==> src/rtl/hazard_control_unit.sv <==
// rtl/hazard_control_unit.sv - pipeline stall/flush/redirect controller with memory-wait timeout
// Arbitrates trap, data stall, branch, load-use and fetch stall into per-stage enables and flushes.
module hazard_control_unit #(
  parameter int unsigned TimeoutCycles = 255
) (
  input  logic       clock,
  input  logic       reset,
  input  logic       inst_mem_ack,
  input  logic       data_mem_req,
  input  logic       data_mem_ack,
  input  logic [4:0] id_rs1,
  input  logic [4:0] id_rs2,
  input  logic [4:0] ex_rd,
  input  logic       ex_mem_read,
  input  logic       branch_taken,
  input  logic       trap,
  output logic       pc_en,
  output logic       if_id_en,
  output logic       id_ex_en,
  output logic       ex_mem_en,
  output logic       mem_wb_en,
  output logic       if_id_flush,
  output logic       id_ex_flush,
  output logic       ex_mem_flush,
  output logic       mem_wb_flush,
  output logic       inst_mem_req,
  output logic       bus_error
);

  typedef enum logic [1:0] {
    ST_FLUSH,
    ST_RUN,
    ST_DMEM_WAIT,
    ST_HALT
  } state_e;

  localparam logic [8:0] TimeoutLimit = 9'(TimeoutCycles);

  state_e     state_q, state_d;
  logic       discard_q, discard_d;
  logic [7:0] wait_cnt_q, wait_cnt_d;

  logic active;
  logic data_blocked;
  logic trap_now;
  logic stall_now;
  logic load_use;
  logic redirect;
  logic wait_inc;
  logic timeout;

  assign active = (state_q == ST_RUN) || (state_q == ST_DMEM_WAIT);

  // Once in DMEM_WAIT only the ack matters; EX/MEM is frozen so the request is implied.
  assign data_blocked = (state_q == ST_DMEM_WAIT) ? !data_mem_ack
                      : ((state_q == ST_RUN) && data_mem_req && !data_mem_ack);

  assign trap_now  = active && trap && !((state_q == ST_DMEM_WAIT) && data_blocked);
  assign stall_now = data_blocked && !trap_now;
  assign load_use  = ex_mem_read && (ex_rd != 5'd0) && ((ex_rd == id_rs1) || (ex_rd == id_rs2));
  assign redirect  = trap_now || (active && !data_blocked && branch_taken);

  // A pending data access dominates; otherwise any ack ends the wait.
  assign wait_inc = active && (data_blocked || (!inst_mem_ack && !data_mem_ack));
  assign timeout  = wait_inc && (({1'b0, wait_cnt_q} + 9'd1) >= TimeoutLimit);

  always_ff @(posedge clock) begin
    if (reset) begin
      state_q    <= ST_FLUSH;
      discard_q  <= 1'b0;
      wait_cnt_q <= 8'd0;
    end else begin
      state_q    <= state_d;
      discard_q  <= discard_d;
      wait_cnt_q <= wait_cnt_d;
    end
  end

  always_comb begin
    state_d    = state_q;
    discard_d  = discard_q;
    wait_cnt_d = wait_cnt_q;
    unique case (state_q)
      ST_FLUSH: begin
        state_d    = ST_RUN;
        wait_cnt_d = 8'd0;
      end
      ST_RUN, ST_DMEM_WAIT: begin
        wait_cnt_d = wait_inc ? (wait_cnt_q + 8'd1) : 8'd0;
        if (redirect && !inst_mem_ack) begin
          discard_d = 1'b1;
        end else if (inst_mem_ack) begin
          discard_d = 1'b0;
        end
        if (timeout) begin
          state_d = ST_HALT;
        end else if (stall_now) begin
          state_d = ST_DMEM_WAIT;
        end else begin
          state_d = ST_RUN;
        end
      end
      ST_HALT: state_d = ST_HALT;
      default: state_d = ST_FLUSH;
    endcase
  end

  always_comb begin
    pc_en        = 1'b0;
    if_id_en     = 1'b0;
    id_ex_en     = 1'b0;
    ex_mem_en    = 1'b0;
    mem_wb_en    = 1'b0;
    if_id_flush  = 1'b0;
    id_ex_flush  = 1'b0;
    ex_mem_flush = 1'b0;
    mem_wb_flush = 1'b0;
    inst_mem_req = 1'b0;
    bus_error    = 1'b0;
    if (reset || (state_q == ST_FLUSH)) begin
      if_id_flush  = 1'b1;
      id_ex_flush  = 1'b1;
      ex_mem_flush = 1'b1;
      mem_wb_flush = 1'b1;
    end else if (state_q == ST_HALT) begin
      bus_error = 1'b1;
    end else begin
      pc_en        = 1'b1;
      if_id_en     = 1'b1;
      id_ex_en     = 1'b1;
      ex_mem_en    = 1'b1;
      mem_wb_en    = 1'b1;
      inst_mem_req = 1'b1;
      if (trap_now) begin
        if_id_flush  = 1'b1;
        id_ex_flush  = 1'b1;
        ex_mem_flush = 1'b1;
      end else if (stall_now) begin
        pc_en        = 1'b0;
        if_id_en     = 1'b0;
        id_ex_en     = 1'b0;
        ex_mem_en    = 1'b0;
        mem_wb_flush = 1'b1;
      end else if (branch_taken) begin
        if_id_flush = 1'b1;
        id_ex_flush = 1'b1;
      end else if (load_use) begin
        pc_en       = 1'b0;
        if_id_en    = 1'b0;
        id_ex_flush = 1'b1;
      end else if (!inst_mem_ack) begin
        pc_en       = 1'b0;
        if_id_flush = 1'b1;
      end else if (discard_q) begin
        // Stale response from the pre-redirect fetch: drop it, keep fetching.
        if_id_flush = 1'b1;
      end
    end
  end

endmodule

==> config.mk <==
export PLATFORM = sky130hd
export DESIGN_NAME = hazard_control_unit
export DESIGN_NICKNAME = d
export VERILOG_FILES = /design/src/rtl/hazard_control_unit.sv
export SDC_FILE = /design/constraint.sdc
export NUM_CORES = 1
export LEC_CHECK = 0
export ABC_AREA = 1
export CORE_UTILIZATION = 44
export DETAILED_ROUTE_END_ITERATION = 7
export GPL_TIMING_DRIVEN = 0
export PLACE_DENSITY = 0.87
export SLEW_MARGIN = 10
export SYNTH_ARGS = -nofsm -noshare
export SYNTH_HDL_FRONTEND = slang
export SYNTH_SLANG_ARGS = --single-unit
==> constraint.sdc <==
create_clock -name clock -period 2.3 [get_ports clock]
set_input_delay 0.69 -clock clock [delete_from_list [all_inputs] [get_ports clock]]
set_output_delay 0.69 -clock clock [all_outputs]
set_load 0.01 [all_outputs]
==> results.yml <==
run_status:
  outcome: "finished with violations"
  violations: "setup timing"
logic_synthesis:
  mappedNetlistArea_um2: 973
  post_synth_and_or_nand_nor_area_fraction_pct: 34.4
  yosys.area_share.adder_pct: 9.00
  yosysTopAreaCell: "dfxtp_1"
  syn_avg_cell_area_um2: 6.12
  netlist_top_cells_area: "dfxtp_1 23%, nand2_1 14%, inv_1 9.6%, nor2_1 9.3%, ha_1 9.0%"
  synthCells: 159
  ys_seq_elements: 11
  synth_nets: 189
  ys_types: 21
  yosys_warnings: 0
  synth_top_family_by_area: "simple AND/OR/NAND/NOR gates"
  synth_seq_area_share_pct: 22.6
  synthMuxAreaShare_pct: 0
  synth_xor_area_share_pct: 8.10
  synth_compound_area_share_pct: 13.9
  synth_top_cell_area_share_pct: 22.6
clocking:
  htree_num_levels: 1
  clock_latency_ns: 0.28
  cts_root_buffer: "clkbuf_4"
  cts_buffers: 3
  clock-sinks: 11
  cts.path.max_buffers: 2
  cts_tree: "yes"
  clk_pin_slew_ns: 0.08
power_and_ir_drop:
  power.total_uw: 553
  p_per_area_mw_per_mm2: 336
  p_int_uw: 369
  combPwrFrac_pct: 38.3
  p_sw_share_pct: 33.3
  irDropWorstVdd_mv: 0.249
  power_frac_clock_pct: 25.3
  leakagePower_uw: 0.000764
  p_switching_uw: 184
  sequentialPowerShare_pct: 36.4
sta:
  rsz0062_at_grt: "true"
  period_minus_slack_ns: 2.62
  clock_skew_ns: 0.00828
  setup_slack_ns: -0.316
  setup_viol: 11
  maxSlewViolCount: 0
  tightest_slew_ns: 0.560
  maxSlewHeadroom_pct: 62.7
  fmaxAchievable_mhz: 382
  min_period_over_period_pct: 114
  fin_worst_hold_slack_ns: 0.534
  hold_viol: 0
layout:
  fin_nets: 253
  fin_util_pct: 81.6
  antennaDiodeCount: 0
  layout-drive-gt1-share_pct: 36.9
  area_growth_pct: 69.4
critical_path:
  critPathBufInv: 11
  reg2reg_slack_ns: -0.32
  worstPathRequired_ns: 2.44
  path_cells: "buf_6 > ha_1 > nand2_2 > a21oi_2 > inv_2 > buf_4 > buf_4 > buf_4 > buf_4 > buf_4 > buf_4 > buf_4 > buf_4 > buf_4 > a311oi_2 > a211oi_2"
  crit_type: "register to register"
  critPathCaptureType: "register"
  slowest_delay_ns: 0.38
  cp_common_cell: "buf_4"
  cpLargestDelayFamily: "buffers and inverters"
  path_max_fanout: 3
  critPathSlowestCell: "dfxtp_4"
  worstSetupStartpointType: "register"
  crit_arrival_ns: 2.76
detailed_routing:
  num_vias: 1403
  ant_nets: 0
  routed_via_density: 5.63
  avgRoutedWirePerCell_um: 17.0
  drt-initial-drc-count: 109
  first_pass_iters: 5
  finalWirelength_mm: 4.24
  post-route-drc-count: 0
global_routing:
  antenna_found_initial: 0
  grt_pass1_wl_mm: 5.59
  grt.total_usage_pct: 30.5
  first_global_vias: 1289
  grt_overflow: 0
  grt_max_degree: 11
place:
  post-dp-hpwl_mm: 2.01
  io_buffers: 33
  place.gp.congestion: 0.853
  pre_cts_ws_ns: -0.993
floorplan:
  initial_core_util_pct: 48.1
  rows: 16
  io_pins: 34
  die_x_um: 49.0
  core-area_mm2: 0.00202
  dieHeight_um: 49.0
  die-area_mm2: 0.00240
flow_run:
  cap_violations: 0
hold_path:
  hp-class: "register to register"
[cell families after synthesis]
group | after synthesis
flops | 11
fa+ha+maj | 7
xor+xnor | 9
compound gates | 22
simple gates | 81
buf+inv | 29
[through the flow]
stage               setup TNS, ns  std cells  cell area, µm²
floorplan                       0        159             976
global placement            -8.54        219            1340
detailed placement          -8.75        219            1340
CTS                        -0.672        244            1520
global route                -2.41        249            1650
finish                      -1.99        249            1650
[worst min-delay path: stages, from the launching register on]
cell,delay [ns]
dfxtp_1,0.34
nand2_1,0.07
a21oi_1,0.07
[cells in the final DEF, fill, tap and decap left out, types with 2 or more instances in the layout]
cell	netlist	final
buf_2	0	9
o21ai_1	0	2
a32oi_1	2	2
nor2_2	1	3
clkdlybuf4s50_1	0	2
xnor2_1	2	2
buf_4	2	26
clkbuf_1	2	3
nand2_4	0	2
inv_2	0	5
inv_1	25	19
a21oi_2	1	3
nor2_4	0	3
ha_4	0	2
xor2_1	7	7
nor2_1	24	19
nand2_1	36	30
ha_1	7	4
clkdlybuf4s15_1	0	9
nand3_1	15	14
o21ai_0	4	2
buf_6	0	9
dfxtp_1	11	9
nand2_2	1	5
clkbuf_4	0	3
a21oi_1	10	7
dlygate4sd2_1	0	5
o21bai_1	2	2
[final cells by class]
cell class | count | area [µm²]
Buffer | 4 | 22.5
Clock buffer | 4 | 26.3
Fill cell | 117 | 373
Inverter | 25 | 96.3
Multi-Input combinational cell | 119 | 759
Sequential cell | 11 | 225
Tap cell | 27 | 33.8
Timing Repair Buffer | 59 | 485
[synth_stat cells, drive strengths merged]
master   n
buf      2
a211oi   2
clkbuf   2
nand2   37
or2      2
a32oi    2
a21oi   11
xor2     7
o21bai   2
o21ai    4
nor2    25
dfxtp   11
inv     25
a311oi   1
ha       7
nor3     2
nand3   15
xnor2    2
[power by group through the flow]
stage | Combinational [µW] | Sequential (µW) | Clock, µW
4_1_cts | 168 | 199 | 136
5_1_grt | 222 | 201 | 152
6_report | 212 | 201 | 140
3_3_place_gp | 141 | 203 | 0
2_1_floorplan | 67.5 | 203 | 0
3_5_place_dp | 145 | 204 | 0
[layer usage]
layer	up-vias	track usage, %	part of all wire, %
li1	629	-	-
met1	613	31.6	36
met2	126	58.6	48
met3	35	4.36	8.5
met4	0	15.2	7.5
met5	-	0	0
[worst paths after layout]
| kind | end | startpoint | cells after the start |
|---|---|---|---|
| worst min register to register | wait_cnt_q[6] | wait_cnt_q[6] | 2 |
| worst min-delay path | wait_cnt_q[6] | wait_cnt_q[6] | 2 |
| worst max-delay path | discard_q | state_q[0] | 16 |
| worst max register to register | discard_q | state_q[0] | 16 |
[repair_timing]
action / 4_1_cts / 5_1_grt
cloned: 0 / 0
endpoints found under the setup margin: 11 / 12
gates resized for setup: 113 / 28
endpoints found under the hold margin: 0 / 0
buffers inserted: 21 / 5
pin swaps: 28 / 21
hold buffers: 0 / 0
[flip-flops by register name, indices dropped and copies added, names as in the netlist]
signal      count
wait_cnt_q      8
state_q         2
discard_q       1
Note: power is estimated with default switching activity, not from simulation.
